--- src/rtl/saf_cg_scheduler_if.sv ---
// Handshake and enable-vector bundle for saf_cg_scheduler.
// master: sample source / error datapath side; slave: the scheduler.
interface saf_cg_scheduler_if #(
    parameter int LENGTH = 16,
    parameter int NCP    = 32,
    parameter int SPAN_W = 5
);
    logic              flush;
    logic              in_valid;
    logic              in_ready;
    logic              err_valid;
    logic [SPAN_W-1:0] span_idx;
    logic [LENGTH-1:0] dl_cg_en;
    logic [LENGTH-1:0] w_cg_en;
    logic [NCP-1:0]    cp_cg_en;
    logic              done;
    logic [15:0]       sample_cnt;

    modport master (
        output flush, in_valid, err_valid, span_idx,
        input  in_ready, dl_cg_en, w_cg_en, cp_cg_en, done, sample_cnt
    );

    modport slave (
        input  flush, in_valid, err_valid, span_idx,
        output in_ready, dl_cg_en, w_cg_en, cp_cg_en, done, sample_cnt
    );
endinterface

--- src/rtl/saf_cg_scheduler.sv ---
// Per-sample sequencing of clock-gate enables for the spline adaptive filter:
// delay-line shift, then (after the error arrives) an update of the four
// control points around the current span plus the linear weights.
// Optional macro SAF_SEQ_PU_EN: sequential partial update, enabling one
// PU_BLOCK-wide weight block per sample in round-robin order.
module saf_cg_scheduler #(
    parameter int LENGTH   = 16,
    parameter int NCP      = 32,
    parameter int SPAN_W   = 5,
    parameter int PU_BLOCK = 4
) (
    input  logic                 clk,
    input  logic                 reset,
    saf_cg_scheduler_if.slave    bus
);

    typedef enum logic [2:0] {IDLE, SHIFT, WAIT_ERR, UPDATE, DONE} state_t;

    state_t            state_q, state_d;
    logic              in_ready_q, in_ready_d;
    logic [LENGTH-1:0] dl_q, dl_d;
    logic [LENGTH-1:0] w_q, w_d;
    logic [NCP-1:0]    cp_q, cp_d;
    logic              done_q, done_d;
    logic [15:0]       cnt_q, cnt_d;
    logic [SPAN_W-1:0] base;

`ifdef SAF_SEQ_PU_EN
    localparam int NBLK  = LENGTH / PU_BLOCK;
    localparam int BLK_W = (NBLK > 1) ? $clog2(NBLK) : 1;

    logic [BLK_W-1:0] blk_q, blk_d;
`endif

    // Clamp the span so the 4-point window never runs past the last point
    always_comb begin
        base = bus.span_idx;
        if (int'(bus.span_idx) > NCP - 4) base = SPAN_W'(NCP - 4);
    end

    // Next-state logic; flush overrides every transition
    always_comb begin
        state_d = state_q;
        unique case (state_q)
            IDLE:     if (bus.in_valid && in_ready_q) state_d = SHIFT;
            SHIFT:    state_d = WAIT_ERR;
            WAIT_ERR: if (bus.err_valid) state_d = UPDATE;
            UPDATE:   state_d = DONE;
            DONE:     state_d = IDLE;
            default:  state_d = IDLE;
        endcase
        if (bus.flush) state_d = IDLE;
    end

    // Outputs are registered, so they are decoded from the next state;
    // span_idx is thereby captured on the err_valid cycle
    always_comb begin
        in_ready_d = (state_d == IDLE);
        dl_d       = (state_d == SHIFT) ? '1 : '0;
        done_d     = (state_d == DONE);
        cnt_d      = cnt_q + 16'(state_d == DONE);
        cp_d       = '0;
        for (int unsigned i = 0; i < NCP; i++) begin
            cp_d[i] = (state_d == UPDATE) && (i >= 32'(base)) && (i < 32'(base) + 4);
        end
`ifdef SAF_SEQ_PU_EN
        w_d   = '0;
        blk_d = blk_q;
        for (int unsigned i = 0; i < LENGTH; i++) begin
            w_d[i] = (state_d == UPDATE) && ((i / PU_BLOCK) == 32'(blk_q));
        end
        if (state_d == DONE) begin
            blk_d = (blk_q == BLK_W'(NBLK - 1)) ? '0 : blk_q + 1'b1;
        end
`else
        w_d = (state_d == UPDATE) ? '1 : '0;
`endif
    end

    // State and output registers with synchronous active-low reset
    always_ff @(posedge clk) begin
        if (!reset) begin
            state_q    <= IDLE;
            in_ready_q <= 1'b0;
            dl_q       <= '0;
            w_q        <= '0;
            cp_q       <= '0;
            done_q     <= 1'b0;
            cnt_q      <= '0;
        end else begin
            state_q    <= state_d;
            in_ready_q <= in_ready_d;
            dl_q       <= dl_d;
            w_q        <= w_d;
            cp_q       <= cp_d;
            done_q     <= done_d;
            cnt_q      <= cnt_d;
        end
    end

`ifdef SAF_SEQ_PU_EN
    // Round-robin weight-block pointer
    always_ff @(posedge clk) begin
        if (!reset) blk_q <= '0;
        else        blk_q <= blk_d;
    end
`endif

    assign bus.in_ready   = in_ready_q;
    assign bus.dl_cg_en   = dl_q;
    assign bus.w_cg_en    = w_q;
    assign bus.cp_cg_en   = cp_q;
    assign bus.done       = done_q;
    assign bus.sample_cnt = cnt_q;

endmodule
--- src/flat_wrapper.sv ---
// flat-port wrapper written by rule: the top's interface ports become plain ports
module saf_cg_scheduler_flat 
#(
    parameter int LENGTH   = 16,
    parameter int NCP      = 32,
    parameter int SPAN_W   = 5,
    parameter int PU_BLOCK = 4
)
  (clk, reset, bus_flush, bus_in_valid, bus_err_valid, bus_span_idx, bus_in_ready, bus_dl_cg_en, bus_w_cg_en, bus_cp_cg_en, bus_done, bus_sample_cnt);
  saf_cg_scheduler_if #(.LENGTH(LENGTH), .NCP(NCP), .SPAN_W(SPAN_W)) bus_i ();
  input  logic clk;
  input  logic reset;
  input wire logic [$bits(bus_i.flush)-1:0] bus_flush;
  input wire logic [$bits(bus_i.in_valid)-1:0] bus_in_valid;
  input wire logic [$bits(bus_i.err_valid)-1:0] bus_err_valid;
  input wire logic [$bits(bus_i.span_idx)-1:0] bus_span_idx;
  output wire logic [$bits(bus_i.in_ready)-1:0] bus_in_ready;
  output wire logic [$bits(bus_i.dl_cg_en)-1:0] bus_dl_cg_en;
  output wire logic [$bits(bus_i.w_cg_en)-1:0] bus_w_cg_en;
  output wire logic [$bits(bus_i.cp_cg_en)-1:0] bus_cp_cg_en;
  output wire logic [$bits(bus_i.done)-1:0] bus_done;
  output wire logic [$bits(bus_i.sample_cnt)-1:0] bus_sample_cnt;
  assign bus_i.flush = bus_flush;
  assign bus_i.in_valid = bus_in_valid;
  assign bus_i.err_valid = bus_err_valid;
  assign bus_i.span_idx = bus_span_idx;
  assign bus_in_ready = bus_i.in_ready;
  assign bus_dl_cg_en = bus_i.dl_cg_en;
  assign bus_w_cg_en = bus_i.w_cg_en;
  assign bus_cp_cg_en = bus_i.cp_cg_en;
  assign bus_done = bus_i.done;
  assign bus_sample_cnt = bus_i.sample_cnt;
  saf_cg_scheduler #(.LENGTH(LENGTH), .NCP(NCP), .SPAN_W(SPAN_W), .PU_BLOCK(PU_BLOCK)) u_core (.clk(clk), .reset(reset), .bus(bus_i));
endmodule
--- config.mk ---
export PLATFORM = sky130hd
export DESIGN_NAME = saf_cg_scheduler_flat
export DESIGN_NICKNAME = d
export VERILOG_FILES = /design/src/rtl/saf_cg_scheduler_if.sv /design/src/rtl/saf_cg_scheduler.sv /design/src/flat_wrapper.sv
export SDC_FILE = /design/constraint.sdc
export NUM_CORES = 1
export LEC_CHECK = 0
export CAP_MARGIN = 15
export CORE_ASPECT_RATIO = 0.75
export CORE_MARGIN = 2
export CORE_UTILIZATION = 35
export CTS_CLUSTER_SIZE = 14
export DETAILED_ROUTE_END_ITERATION = 16
export PLACE_DENSITY = 0.69
export SYNTH_ARGS = -nofsm -noshare
export SYNTH_HDL_FRONTEND = slang
export SYNTH_SLANG_ARGS = --single-unit
--- constraint.sdc ---
create_clock -name clk -period 5.5 [get_ports clk]
set_input_delay 0.825 -clock clk [delete_from_list [all_inputs] [get_ports clk]]
set_output_delay 0.825 -clock clk [all_outputs]
set_load 0.01 [all_outputs]
Word level (Yosys, flattened, before mapping)
Index checks and enable logic that the tools add are counted.
{"block": "word_totals", "regBits": 85, "in_bits": 10, "word_cells": 152}
{"block": "op_classes", "addsub": 2, "magnitude_cmp": 64, "n_eq_ne": 6, "muxes": 7, "reduce_logical": 66}
{"cell": "less-than comparator 5 x 32 -> 1 bit, first input constant", "count": 16}
{"cell": "less-than comparator 4 x 32 -> 1 bit, first input constant", "count": 8}
{"cell": "less-than comparator 3 x 32 -> 1 bit, first input constant", "count": 4}
{"cell": "greater-or-equal comparator 5 bit, first input constant", "count": 15}
{"cell": "logical AND 1 bit", "count": 64}
{"cell": "less-than comparator 1 x 32 -> 1 bit, first input constant", "count": 2}
{"cell": "less-than comparator 2 x 32 -> 1 bit, first input constant", "count": 2}
{"cell": "greater-or-equal comparator 4 x 5 -> 1 bit, first input constant", "count": 8}
{"cell": "two-way mux 16 bit", "count": 2}
{"cell": "greater-or-equal comparator 3 x 5 -> 1 bit, first input constant", "count": 4}
{"cell": "adder 16 x 1 -> 16 bit", "count": 1}
{"cell": "one-hot mux 3 bit (4 select lines)", "count": 1}
{"cell": "greater-or-equal comparator 1 x 5 -> 1 bit, first input constant", "count": 2}
{"cell": "greater-or-equal comparator 2 x 5 -> 1 bit, first input constant", "count": 2}
{"cell": "== test 3 x 2 -> 1 bit, second input constant", "count": 3}
{"cell": "two-way mux 3 bit", "count": 3}
{"cell": "adder 5 x 3 -> 6 bit, second input constant", "count": 1}
{"cell": "== test 3 x 1 -> 1 bit, second input constant", "count": 2}
{"cell": "logical NOT 3 bit", "count": 2}
{"cell": "greater-than comparator 5 bit, second input constant", "count": 1}
{"cell": "two-way mux 5 bit", "count": 1}
{"cell": "== test 3 bit, second input constant", "count": 1}

Longest topological paths before layout
Gate-level depths: netlist of the first run.
{"block": "logic_depth", "word_depth": 7, "ltp_mapped": 8, "depth_no_buf": 7}

Least setup slack after synthesis of the first run
OpenSTA, ideal clock, no wires.
{"block": "synth_path", "path_kind": "input-to-reg", "start": "input bus_span_idx[2]", "end": "register u_core.cp_q[18] (netlist: u_core.bus.cp_cg_en[18])", "arrival_ps": 2264, "t_required_ps": 5441, "slack_ps": 3177, "cell_stages": 8, "n_path_buf": 2, "path_cell_list": "clkbuf_1 > inv_1 > ha_1 > clkbuf_1 > nand2_1 > maj3_1 > o21bai_1 > o311a_1"}
{"block": "synth_between", "elab_chain_len": 5}
{"item": "from (decl)", "line": "flat_wrapper.sv:16", "source": "input wire logic [$bits(bus_i.span_idx)-1:0] bus_span_idx;"}
{"item": "greater-than comparator 5 bit", "line": "saf_cg_scheduler.sv:38", "source": "if (int'(bus.span_idx) > NCP - 4) base = SPAN_W'(NCP - 4);"}
{"item": "two-way mux 5 bit *", "line": "saf_cg_scheduler.sv:38"}
{"item": "adder 5 x 3 -> 6 bit / greater-or-equal comparator 5 bit (equally long branches)", "line": "saf_cg_scheduler.sv:64", "source": "cp_d[i] = (state_d == UPDATE) && (i >= 32'(base)) && (i < 32'(base) + 4);"}
{"item": "less-than comparator 5 x 32 -> 1 bit / logical AND 1 bit (equally long branches)", "line": "saf_cg_scheduler.sv:64"}
{"item": "logical AND 1 bit *", "line": "saf_cg_scheduler.sv:64"}
{"item": "to (signal assigned)", "line": "saf_cg_scheduler.sv:95", "source": "cp_q <= cp_d;"}
{"item": "to (decl)", "line": "saf_cg_scheduler.sv:23", "source": "logic [NCP-1:0] cp_q, cp_d;"}
Mark *: on every way between the ends. The rest lies on a longest branch, timed or not.
A chain may end at the register's enable or synchronous reset.

Final worst setup path of the first run
{"block": "layout_path", "start": "input bus_span_idx[3]", "end": "register u_core.cp_q[18] (netlist: u_core.bus.cp_cg_en[18])"}
Same word-level chain as after synthesis.

==> results.txt, run 1 <==
----------------------------------------------------
[Worst setup path]
  Cell at the slowest stage of the critical path ... sky130_fd_sc_hd__clkdlybuf4s50_1
  Cell class contributing the biggest share of worst-path delay ... buffers and inverters
  CP Launch Type ... primary input
  Count of buffer and inverter cells on the critical path ... 2
  Data arrival time at the worst-slack endpoint ... 3.50 ns
  Required time of the critical path ... 5.70 ns
  Maximum fanout along the worst path ... 24
  CP endpoint kind ... register
  Setup crit start ... bus_span_idx[3]
  Ordered list of cells on the worst path ... clkdlybuf4s50_1 -> ha_1 -> nand2b_1 -> o21ai_1 -> inv_1 -> o311a_1
  FF-to-FF Start ... u_core.state_q[2]
  Classification of the worst setup path ... in2reg
  Maximum cell stage delay along the critical path ... 0.85 ns

[Finish]
  Syn-to-layout area delta ... 29.7%
  Number of standard cells in the layout, taps in and fillers out ... 463
  End-of-flow core utilization ... 0.477
  Antenna cells ... 0
  NumNets Final ... 380
  Layout filler cell count ... 726
  Share of layout cells above drive strength 1 ... 0.0663

[Timing]
  Setup repair after global routing missed its margin ... false
  Number of max-slew violations in the final report ... 0
  Setup TNS after final layout ... 0 ns
  Post-Route Skew ... 0.00593 ns
  Transition time of the tightest slew-check pin ... 0.834 ns
  Top achievable clock speed ... 303 MHz
  Final cycle utilization of the critical path ... 0.600
  Final setup fails ... 0
  Final worst hold slack ... 0.518 ns
  Post-layout minimum cycle time ... 3.30 ns
  Final hold violations ... 0
  Worst slew margin relative to its limit ... 0.442

[Clock tree]
  H-tree depth ... 2
  Later-pin clock latency in the skew report ... 0.30 ns
  Clock slew seen by the registers of the worst setup and hold paths ... 0.10 ns
  Inserted Clock Buffers ... 5
  Cts hold-fix bufs ... 0
  Quantity of gates resized following cts ... 0
  CTS tree ... yes
  Maximum buffer depth of the clock tree ... 2
  Cell chosen for the clock root ... sky130_fd_sc_hd__clkbuf_8
  Clk sink count ... 55
  Number of buffers added for setup after CTS ... 0

[Yosys]
  Post-synth EDFFs ... 0
  Most used DFF post-synth ... sky130_fd_sc_hd__dfxtp_1
  Post-synth ARST share ... 0
  Syn Area/Cell ... 8.92 um^2
  Synth top area cells ... sky130_fd_sc_hd__dfxtp_1, sky130_fd_sc_hd__buf_4, sky130_fd_sc_hd__and2_1
  Cell taking the most area after synthesis ... sky130_fd_sc_hd__dfxtp_1
  Top-area cell type share of the netlist area ... 0.399
  Top post-synthesis cells by count ... sky130_fd_sc_hd__dfxtp_1, sky130_fd_sc_hd__buf_4, sky130_fd_sc_hd__a21oi_1, sky130_fd_sc_hd__nand2_1, sky130_fd_sc_hd__o21ai_0
  Most common cell in the netlist ... sky130_fd_sc_hd__dfxtp_1
  Mapped Cells ... 309
  Synthesized Nets ... 328
  Sequential cell area fraction in the yosys report ... 0.399
  Number of synthesized register bits ... 55
  Ys Warns ... 0
  Distinct cells, synth ... 54
  Mapped Area ... 2760 um^2

[Global route]
  Gr usage total ... 0.157
  Via count of the first global-routing pass ... 2,077
  Pin count of the biggest net entering global routing ... 25
  Initial antenna violation count ... 0
  GRT Residual Overflow ... 0
  Global-route wire length before repair ... 10.6 mm

[Drt]
  Count of vias placed by the detailed router ... 2,333
  Residual DRC count ... 0
  Routed wire length ... 6.73 mm
  Pre-Repair DR Iteration Count ... 5
  Number of routed nets with antenna violations ... 0
  Routed WL per cell ... 14.5 um
  Vias per cell ... 5.04
  Initial detailed-routing violation count ... 175

[Pwr]
  Worst IR Drop VDD ... 0.0955 mV
  Pwr Total ... 0.692 mW
  Reported leakage power ... 1.36 nW
  Power per cell area ... 194 nW/um^2

[Die]
  Vertical die dimension ... 80.9 um
  Starting Density ... 0.368
  Die extent in x ... 106 um
  Standard cell core area ... 7500 um^2
  Full die area ... 8610 um^2
  Count of pins on the block boundary ... 92
  FP Rows ... 27

[Place]
  Routability-driven placement congestion ratio ... 0.943
  Detailed placer's ending HPWL ... 4.97 mm
  Number of buffers inserted by port buffering ... 91
  Cell count after placement ... 455

[Outcome]
  Status ... completed

[Worst hold path]
  Kind of path behind the tightest hold check ... reg2reg
  Hold path startpoint ... u_core.bus.in_ready

[Job]
  Max-capacitance violation count ... 0

----------------------------------------------------
[cell usage in the layout (no fill, tap or decap), types with 7 or more instances in the layout]
cell and instances:
sky130_fd_sc_hd__nor2_1 17, sky130_fd_sc_hd__o21ai_0 20, sky130_fd_sc_hd__xor2_1 9, sky130_fd_sc_hd__and2_1 19
sky130_fd_sc_hd__a21oi_1 20, sky130_fd_sc_hd__clkdlybuf4s50_1 91, sky130_fd_sc_hd__dfxtp_1 55, sky130_fd_sc_hd__and3_1 7
sky130_fd_sc_hd__inv_1 8, sky130_fd_sc_hd__nand3_1 9, sky130_fd_sc_hd__nand2_1 20, sky130_fd_sc_hd__ha_1 9
[worst reg2reg max path: stages, from the launching register on]
cell	delay (ns)
sky130_fd_sc_hd__dfxtp_1	0.32
sky130_fd_sc_hd__nor2_1	0.15
sky130_fd_sc_hd__and3_2	0.24
sky130_fd_sc_hd__ha_1	0.25
sky130_fd_sc_hd__nand3_1	0.23
sky130_fd_sc_hd__nor4_1	0.40
sky130_fd_sc_hd__xor2_1	0.10
sky130_fd_sc_hd__and2_1	0.16
[kinds of logic (layout without fill, tap and decap cells)]
kind of cell             count (synthesis)  after routing  synth area share
adder cells (fa/ha/maj)                 10             10            0.0445
AND/OR/NAND/NOR                        105            105             0.213
flip-flops                              55             55             0.399
XOR/XNOR                                14             14            0.0445
AO/OA/AOI/OAI                           70             70             0.173
buffers and inverters                   55            108             0.126
[power by group]
part | total, mW | internal, mW | switching, mW
combinational | 0.0788 | 0.0286 | 0.0502
clock | 0.213 | 0.0897 | 0.123
sequential | 0.401 | 0.399 | 0.00173
[worst paths after layout]
| path | end | slack (ns) | cells after the start |
|---|---|---|---|
| max | u_core.bus.cp_cg_en[18] | 2.20 | 6 |
| min | u_core.bus.dl_cg_en[14] | 0.52 | 2 |
| max reg2reg | u_core.bus.sample_cnt[15] | 3.54 | 7 |
| min reg2reg | u_core.bus.dl_cg_en[14] | 0.52 | 2 |
[state kept, by name, indices dropped and copies added (netlist names)]
| signal | cells |
|---|---|
| u_core.bus.cp_cg_en | 32 |
| u_core.bus.dl_cg_en | 1 |
| u_core.bus.done | 1 |
| u_core.bus.in_ready | 1 |
| u_core.bus.sample_cnt | 16 |
| u_core.bus.w_cg_en | 1 |
| u_core.state_q | 3 |
[routing by layer]
metal	vias to the layer above	global-route usage	part of all wire	wire, um
met3	9	0.0498	0.093	628
met2	107	0.219	0.41	2750
met1	1075	0.227	0.48	3250
li1	1142	-	-	-
met5	-	0	0	0
met4	0	0.0532	0.015	99
[layout make-up]
type                    instances  area [um^2]  share of cell area
clock inverters                 1         5.00             0.00140
multi-input cells             199         1310               0.366
inverters                       9         46.3              0.0129
flip-flops and latches         55         1100               0.308
well taps                     101          126              0.0353
clock buffers                   7         76.3              0.0213
repair buffers                 91          911               0.255
[stage by stage]
step / setup WS, ns / area (um^2)
after floorplan: 3.18 / 2760
after global placement: 1.96 / 3490
after detailed placement: 1.97 / 3490
after CTS: 2.28 / 3580
after global routing: 2.05 / 3580
final: 2.20 / 3580
Power figures use the tool's default switching activity.
==> inputs of run 2 (changes only) <==
Settings changed: PLACE_DENSITY 0.69 to 0.71.
Clock period 5.5 ns to 3 ns, I/O delays scaled along.
==> run 2 against run 1 <==
Wire length grew 9.1%. Register-to-register slack lost 2.5 ns. Highest routed layer unchanged. Largest cell class unchanged. Clock power grew to 2.7 times the previous value. Critical endpoint is now u_core.bus.sample_cnt[15]. Die area is the same.
==> results.txt, run 2 (synthesized netlist as in run 1, its figures left out) <==
----------------------------------------------------
[Outcome]
  Status ... completed (unchanged)

[Timing]
  Final hold violations ... 0 (unchanged)
  Post-Route Skew ... 0.00835 ns (was 0.00593 ns)
  Transition time of the tightest slew-check pin ... 0.582 ns (was 0.834 ns)
  Setup repair after global routing missed its margin ... false (unchanged)
  Final cycle utilization of the critical path ... 0.731
  Post-layout minimum cycle time ... 2.19 ns
  Setup TNS after final layout ... 0 ns (unchanged)
  Final setup fails ... 0 (unchanged)
  Worst slew margin relative to its limit ... 0.608 (was 0.442)
  Number of max-slew violations in the final report ... 0 (unchanged)
  Top achievable clock speed ... 456 MHz

[Drt]
  Count of vias placed by the detailed router ... 2,444 (was 2,333)
  Number of routed nets with antenna violations ... 0 (unchanged)
  Pre-Repair DR Iteration Count ... 5 (unchanged)
  Routed wire length ... 7.33 mm (was 6.73 mm)
  Routed WL per cell ... 15.4 um (was 14.5 um)
  Vias per cell ... 5.15 (was 5.04)
  Initial detailed-routing violation count ... 197 (was 175)
  Residual DRC count ... 0 (unchanged)

[Finish]
  Most frequent cells in the layout ... sky130_fd_sc_hd__clkdlybuf4s50_1, sky130_fd_sc_hd__dfxtp_1, sky130_fd_sc_hd__nand2_1, sky130_fd_sc_hd__a21oi_1, sky130_fd_sc_hd__o21ai_0 (unchanged)
  Antenna cells ... 0 (unchanged)
  Layout filler cell count ... 717 (was 726)
  Syn-to-layout area delta ... 34.9% (was 29.7%)
  NumNets Final ... 392 (was 380)
  Share of layout cells above drive strength 1 ... 0.102 (was 0.0663)
  Reg area ... 1100 um^2 (unchanged)
  Max reg flops ... 32 (unchanged)
  Area of combinational cells with multiple inputs ... 1310 um^2 (unchanged)
  Commonest non-fill, non-tap cell in the layout ... sky130_fd_sc_hd__clkdlybuf4s50_1 (unchanged)

[Worst setup path]
  Maximum cell stage delay along the critical path ... 0.45 ns (was 0.85 ns)
  CP Launch Type ... primary input (unchanged)
  Count of buffer and inverter cells on the critical path ... 1 (was 2)
  Crit. path cell count ... 8 (was 6)
  R2r endpoint ... u_core.bus.sample_cnt[15] (unchanged)
  Ordered list of cells on the worst path ... clkdlybuf4s50_1 -> nor2_1 -> and3_2 -> ha_1 -> nand3_1 -> nor4_1 -> xor2_1 -> and2_1 (was clkdlybuf4s50_1 -> ha_1 -> nand2b_1 -> o21ai_1 -> inv_1 -> o311a_1)
  Data arrival time at the worst-slack endpoint ... 2.41 ns (was 3.50 ns)
  Cell depth of the worst flop-to-flop path ... 7 (unchanged)
  Cell at the slowest stage of the critical path ... sky130_fd_sc_hd__clkdlybuf4s50_1 (unchanged)
  Cell class contributing the biggest share of worst-path delay ... simple AND/OR/NAND/NOR gates (was buffers and inverters)
  FF-to-FF Start ... u_core.state_q[2] (unchanged)
  Flop2flop setup slack ... 1.07 ns (was 3.54 ns)
  Setup crit start ... bus_flush (was bus_span_idx[3])
  Setup crit end ... u_core.bus.sample_cnt[15] (was u_core.bus.cp_cg_en[18])
  CP endpoint kind ... register (unchanged)
  Classification of the worst setup path ... in2reg (unchanged)
  Required time of the critical path ... 3.21 ns (was 5.70 ns)
  Maximum fanout along the worst path ... 6 (was 24)

[Global route]
  Initial antenna violation count ... 0 (unchanged)
  GRT Residual Overflow ... 0 (unchanged)
  Pin count of the biggest net entering global routing ... 24 (was 25)
  Gr usage total ... 0.168 (was 0.157)
  Global-route wire length before repair ... 11.4 mm (was 10.6 mm)
  Via count of the first global-routing pass ... 2,202 (was 2,077)

[Clock tree]
  Number of buffers added for setup after CTS ... 0 (unchanged)
  Maximum buffer depth of the clock tree ... 2 (unchanged)
  Cell chosen for the clock root ... sky130_fd_sc_hd__clkbuf_8 (unchanged)
  Later-pin clock latency in the skew report ... 0.31 ns (was 0.30 ns)
  Quantity of gates resized following cts ... 0 (unchanged)
  Clock slew seen by the registers of the worst setup and hold paths ... 0.09 ns (was 0.10 ns)
  H-tree depth ... 2 (unchanged)
  Clk sink count ... 55 (unchanged)
  Inserted Clock Buffers ... 5 (unchanged)
  Cts hold-fix bufs ... 0 (unchanged)
  CTS tree ... yes (unchanged)

[Place]
  Detailed placer's ending HPWL ... 5.38 mm (was 4.97 mm)
  Routability-driven placement congestion ratio ... 0.914 (was 0.943)
  Number of buffers inserted by port buffering ... 91 (unchanged)

[Pwr]
  Pwr Total ... 1.47 mW (was 0.692 mW)
  Power per cell area ... 396 nW/um^2 (was 194 nW/um^2)
  Reported leakage power ... 1.44 nW (was 1.36 nW)
  Worst IR Drop VDD ... 0.230 mV (was 0.0955 mV)

[Worst hold path]
  Kind of path behind the tightest hold check ... reg2reg (unchanged)

[Die]
  FP Rows ... 27 (unchanged)
  Standard cell core area ... 7500 um^2 (unchanged)
  Count of pins on the block boundary ... 92 (unchanged)
  Die extent in x ... 106 um (unchanged)
  Starting Density ... 0.368 (unchanged)
  Vertical die dimension ... 80.9 um (unchanged)
  Full die area ... 8610 um^2 (unchanged)

[Job]
  Max-capacitance violation count ... 0 (unchanged)

----------------------------------------------------
==> run 2: cell count changes in the layout (fill, tap and decap cells not counted), sizes merged <==
cell      delta
buf         +12
bufinv       +2
clkbuf       -2
clkinv       -1
clkinvlp     +1
==> run 2: how the worst min path moves through the flow <==
stage,start,to,slack (ns),cells past startpoint
global route,u_core.bus.in_ready,u_core.bus.dl_cg_en[14],0.53,2
global placement,u_core.bus.in_ready,u_core.bus.dl_cg_en[14],0.50,2
CTS,u_core.bus.in_ready,u_core.bus.dl_cg_en[14],0.52,2
floorplan,u_core.state_q[2],u_core.bus.in_ready,0.51,2
detailed placement,u_core.bus.in_ready,u_core.bus.dl_cg_en[14],0.50,2
finish,u_core.bus.in_ready,u_core.bus.dl_cg_en[14],0.51,2
==> run 2: metrics by stage <==
step | std cells | worst slack (ns) | utilization | cell area [um^2] | hold WS (ns)
floorplan | 309 | 1.05 | - | 2760 | 0.514
finish | 475 | 0.806 | 0.496 | 3720 | 0.515
detailed placement | 467 | 0.487 | 0.478 | 3580 | 0.503
CTS | 475 | 0.818 | 0.496 | 3720 | 0.517
global placement | 467 | 0.539 | 0.478 | 3580 | 0.499
global route | 475 | 0.630 | 0.496 | 3720 | 0.530
==> run 2: worst min-delay path: stages, from the launching register on <==
cell and delay, ns:
sky130_fd_sc_hd__dfxtp_1 0.34, sky130_fd_sc_hd__nand3b_1 0.10, sky130_fd_sc_hd__nor2_1 0.04
==> run 2: metal layers <==
metal,GRT usage,part of all wire
met5,0,0
met4,0.0390,0.012
met2,0.254,0.43
met1,0.241,0.47
met3,0.0401,0.089
==> run 2: where the power goes <==
group	total, mW	internal (mW)	switching, mW
Sequential	0.735	0.732	0.00296
Clock	0.579	0.333	0.246
Combinational	0.160	0.0625	0.0980
==> run 2: final cells by class <==
class,instances,share of cell area
Multi-Input combinational cell,199,0.352
Sequential cell,55,0.296
Timing Repair Buffer,103,0.269
Tap cell,101,0.0340
Clock buffer,5,0.0185
Clock inverter,3,0.0182
Inverter,9,0.0124
==> inputs of run 3 (changes only) <==
Settings changed: PLACE_DENSITY 0.71 to 0.69.
Clock period 3 ns to 2.2 ns, I/O delays scaled along.
==> run 3 against run 2 <==
Final cell count is 3.2% higher. Sequential share of layout area is 0.56 points lower. Clock-buffer cell count is 1 higher. Clock skew is 0.00092 ns higher.
==> results.txt, run 3 (synthesized netlist as in run 1, its figures left out) <==
----------------------------------------------------
[Timing]
  Transition time of the tightest slew-check pin ... 0.498 ns (was 0.582 ns)
  Top achievable clock speed ... 521 MHz
  Final hold violations ... 0 (unchanged)
  Setup repair after global routing missed its margin ... false (unchanged)
  Final setup fails ... 0 (unchanged)
  Minimum setup slack in the final design ... 0.280 ns (was 0.806 ns)
  Worst slew margin relative to its limit ... 0.667 (was 0.608)
  Final cycle utilization of the critical path ... 0.873
  Number of max-slew violations in the final report ... 0 (unchanged)
  Post-Route Skew ... 0.00928 ns (was 0.00835 ns)
  Post-layout minimum cycle time ... 1.92 ns

[Worst setup path]
  Flop2flop setup slack ... 0.38 ns (was 1.07 ns)
  Maximum fanout along the worst path ... 7 (was 6)
  FF-to-FF Start ... u_core.state_q[0] (was u_core.state_q[2])
  Ordered list of cells on the worst path ... clkdlybuf4s50_1 -> or4b_4 -> or2_1 -> clkinv_8 -> nand2_4 -> a221oi_2 (was clkdlybuf4s50_1 -> nor2_1 -> and3_2 -> ha_1 -> nand3_1 -> nor4_1 -> xor2_1 -> and2_1)
  R2r endpoint ... u_core.bus.cp_cg_en[10] (was u_core.bus.sample_cnt[15])
  Cell at the slowest stage of the critical path ... sky130_fd_sc_hd__clkdlybuf4s50_1 (unchanged)
  Setup crit end ... u_core.bus.cp_cg_en[10] (was u_core.bus.sample_cnt[15])
  Classification of the worst setup path ... in2reg (unchanged)
  Cell depth of the worst flop-to-flop path ... 5 (was 7)
  Maximum cell stage delay along the critical path ... 0.49 ns (was 0.45 ns)
  Required time of the critical path ... 2.42 ns (was 3.21 ns)
  Data arrival time at the worst-slack endpoint ... 2.14 ns (was 2.41 ns)
  CP Launch Type ... primary input (unchanged)
  CP endpoint kind ... register (unchanged)
  Setup crit start ... reset (was bus_flush)

[Finish]
  NumNets Final ... 408 (was 392)
  Final cell area excluding filler cells ... 3790 um^2 (was 3720 um^2)
  Antenna cells ... 0 (unchanged)
  Most frequent cells in the layout ... sky130_fd_sc_hd__clkdlybuf4s50_1, sky130_fd_sc_hd__dfxtp_1, sky130_fd_sc_hd__buf_4 (was sky130_fd_sc_hd__clkdlybuf4s50_1, sky130_fd_sc_hd__dfxtp_1, sky130_fd_sc_hd__nand2_1, sky130_fd_sc_hd__a21oi_1, sky130_fd_sc_hd__o21ai_0)
  Syn-to-layout area delta ... 37.5% (was 34.9%)
  Max reg flops ... 32 (unchanged)
  Layout filler cell count ... 720 (was 717)
  Commonest non-fill, non-tap cell in the layout ... sky130_fd_sc_hd__clkdlybuf4s50_1 (unchanged)
  Share of layout cells above drive strength 1 ... 0.136 (was 0.102)

[Clock tree]
  Number of buffers added for setup after CTS ... 0 (unchanged)
  Cell chosen for the clock root ... sky130_fd_sc_hd__clkbuf_8 (unchanged)
  Clock slew seen by the registers of the worst setup and hold paths ... 0.10 ns (was 0.09 ns)
  CTS tree ... yes (unchanged)
  Cts hold-fix bufs ... 0 (unchanged)
  Inserted Clock Buffers ... 5 (unchanged)
  Later-pin clock latency in the skew report ... 0.30 ns (was 0.31 ns)
  Maximum buffer depth of the clock tree ... 2 (unchanged)
  Quantity of gates resized following cts ... 0 (unchanged)
  H-tree depth ... 2 (unchanged)
  Clk sink count ... 55 (unchanged)

[Place]
  Placed instance area ... 3700 um^2 (was 3580 um^2)
  Number of buffers inserted by port buffering ... 91 (unchanged)
  Pre-CTS worst setup slack ... -0.0336 ns (was 0.487 ns)
  Detailed placer's ending HPWL ... 5.37 mm (was 5.38 mm)
  Routability-driven placement congestion ratio ... 0.923 (was 0.914)

[Global route]
  GRT Residual Overflow ... 0 (unchanged)
  Via count of the first global-routing pass ... 2,179 (was 2,202)
  Global-route wire length before repair ... 11.2 mm (was 11.4 mm)
  Initial antenna violation count ... 0 (unchanged)
  Pin count of the biggest net entering global routing ... 23 (was 24)
  Gr usage total ... 0.165 (was 0.168)

[Drt]
  Number of routed nets with antenna violations ... 0 (unchanged)
  Pre-Repair DR Iteration Count ... 5 (unchanged)
  Initial detailed-routing violation count ... 150 (was 197)
  Residual DRC count ... 0 (unchanged)
  Routed wire length ... 7.10 mm (was 7.33 mm)
  Count of vias placed by the detailed router ... 2,483 (was 2,444)
  Vias per cell ... 5.07 (was 5.15)
  Routed WL per cell ... 14.5 um (was 15.4 um)

[Die]
  Full die area ... 8610 um^2 (unchanged)
  Standard cell core area ... 7500 um^2 (unchanged)
  FP Rows ... 27 (unchanged)
  Vertical die dimension ... 80.9 um (unchanged)
  Starting Density ... 0.368 (unchanged)
  Count of pins on the block boundary ... 92 (unchanged)
  Die extent in x ... 106 um (unchanged)

[Worst hold path]
  Count of cells along the worst hold path ... 2 (unchanged)
  Kind of path behind the tightest hold check ... reg2reg (unchanged)
  Hold path startpoint ... u_core.bus.in_ready (unchanged)

[Pwr]
  Power per cell area ... 474 nW/um^2 (was 396 nW/um^2)
  Reported leakage power ... 1.50 nW (was 1.44 nW)
  Worst IR Drop VDD ... 0.273 mV (was 0.230 mV)

[Job]
  Max-capacitance violation count ... 0 (unchanged)

[Outcome]
  Status ... completed (unchanged)

----------------------------------------------------
-- run 3: cell types whose count changed in the layout (fill, tap and decap cells not counted), sizes merged --
cell / delta
clkinv: +1
buf: +16
bufinv: -2
clkbuf: +1
clkinvlp: -1
-- run 3: critical path, delay by kind of cell --
| family | cells | cell delay, ns |
|---|---|---|
| buffers and inverters | 2 | 0.62 |
| and+or+nand+nor | 3 | 0.99 |
| AOI/OAI and AO/OA | 1 | 0.20 |
-- run 3: stage by stage --
stage / instances / utilization / total power, mW / setup TNS, ns / hold slack (ns)
after global routing: 490 / 0.506 / 1.88 / 0 / 0.549
after CTS: 490 / 0.506 / 1.81 / 0 / 0.523
after global placement: 483 / 0.494 / 1.26 / 0 / 0.502
after floorplan: 309 / - / 1.16 / 0 / 0.493
after detailed placement: 483 / 0.494 / 1.26 / -0.0757 / 0.507
final: 490 / 0.506 / 1.80 / 0 / 0.517
-- run 3: area by class of cell --
class	instances	area (um^2)	area share
multi-input combinational	199	1310	0.345
timing repair buffer	119	1120	0.296
sequential	55	1100	0.290
tap	101	126	0.0333
clock buffer	6	82.6	0.0218
inverter	9	46.3	0.0122
clock inverter	1	5.00	0.00132
-- run 3: report_power, final --
part,internal (mW),total (mW),switching [mW]
logic,0.103,0.238,0.135
clock network,0.248,0.560,0.312
registers,0.998,1.00,0.00414
-- run 3: worst min-delay path by stage --
stage / slack (ns) / to
2_1_floorplan: 0.49 / u_core.bus.dl_cg_en[14]
3_3_place_gp: 0.50 / u_core.bus.dl_cg_en[14]
3_5_place_dp: 0.51 / u_core.bus.dl_cg_en[14]
4_1_cts: 0.52 / u_core.bus.dl_cg_en[14]
5_1_grt: 0.55 / u_core.bus.dl_cg_en[14]
6_report: 0.52 / u_core.bus.dl_cg_en[14]
-- run 3: per-layer routing --
layer | GRT usage | up-vias | wire, um
li1 | - | 1198 | -
met1 | 0.235 | 1139 | 3420
met2 | 0.244 | 138 | 2940
met3 | 0.0441 | 8 | 653
met4 | 0.0468 | 0 | 74
met5 | 0 | - | 0
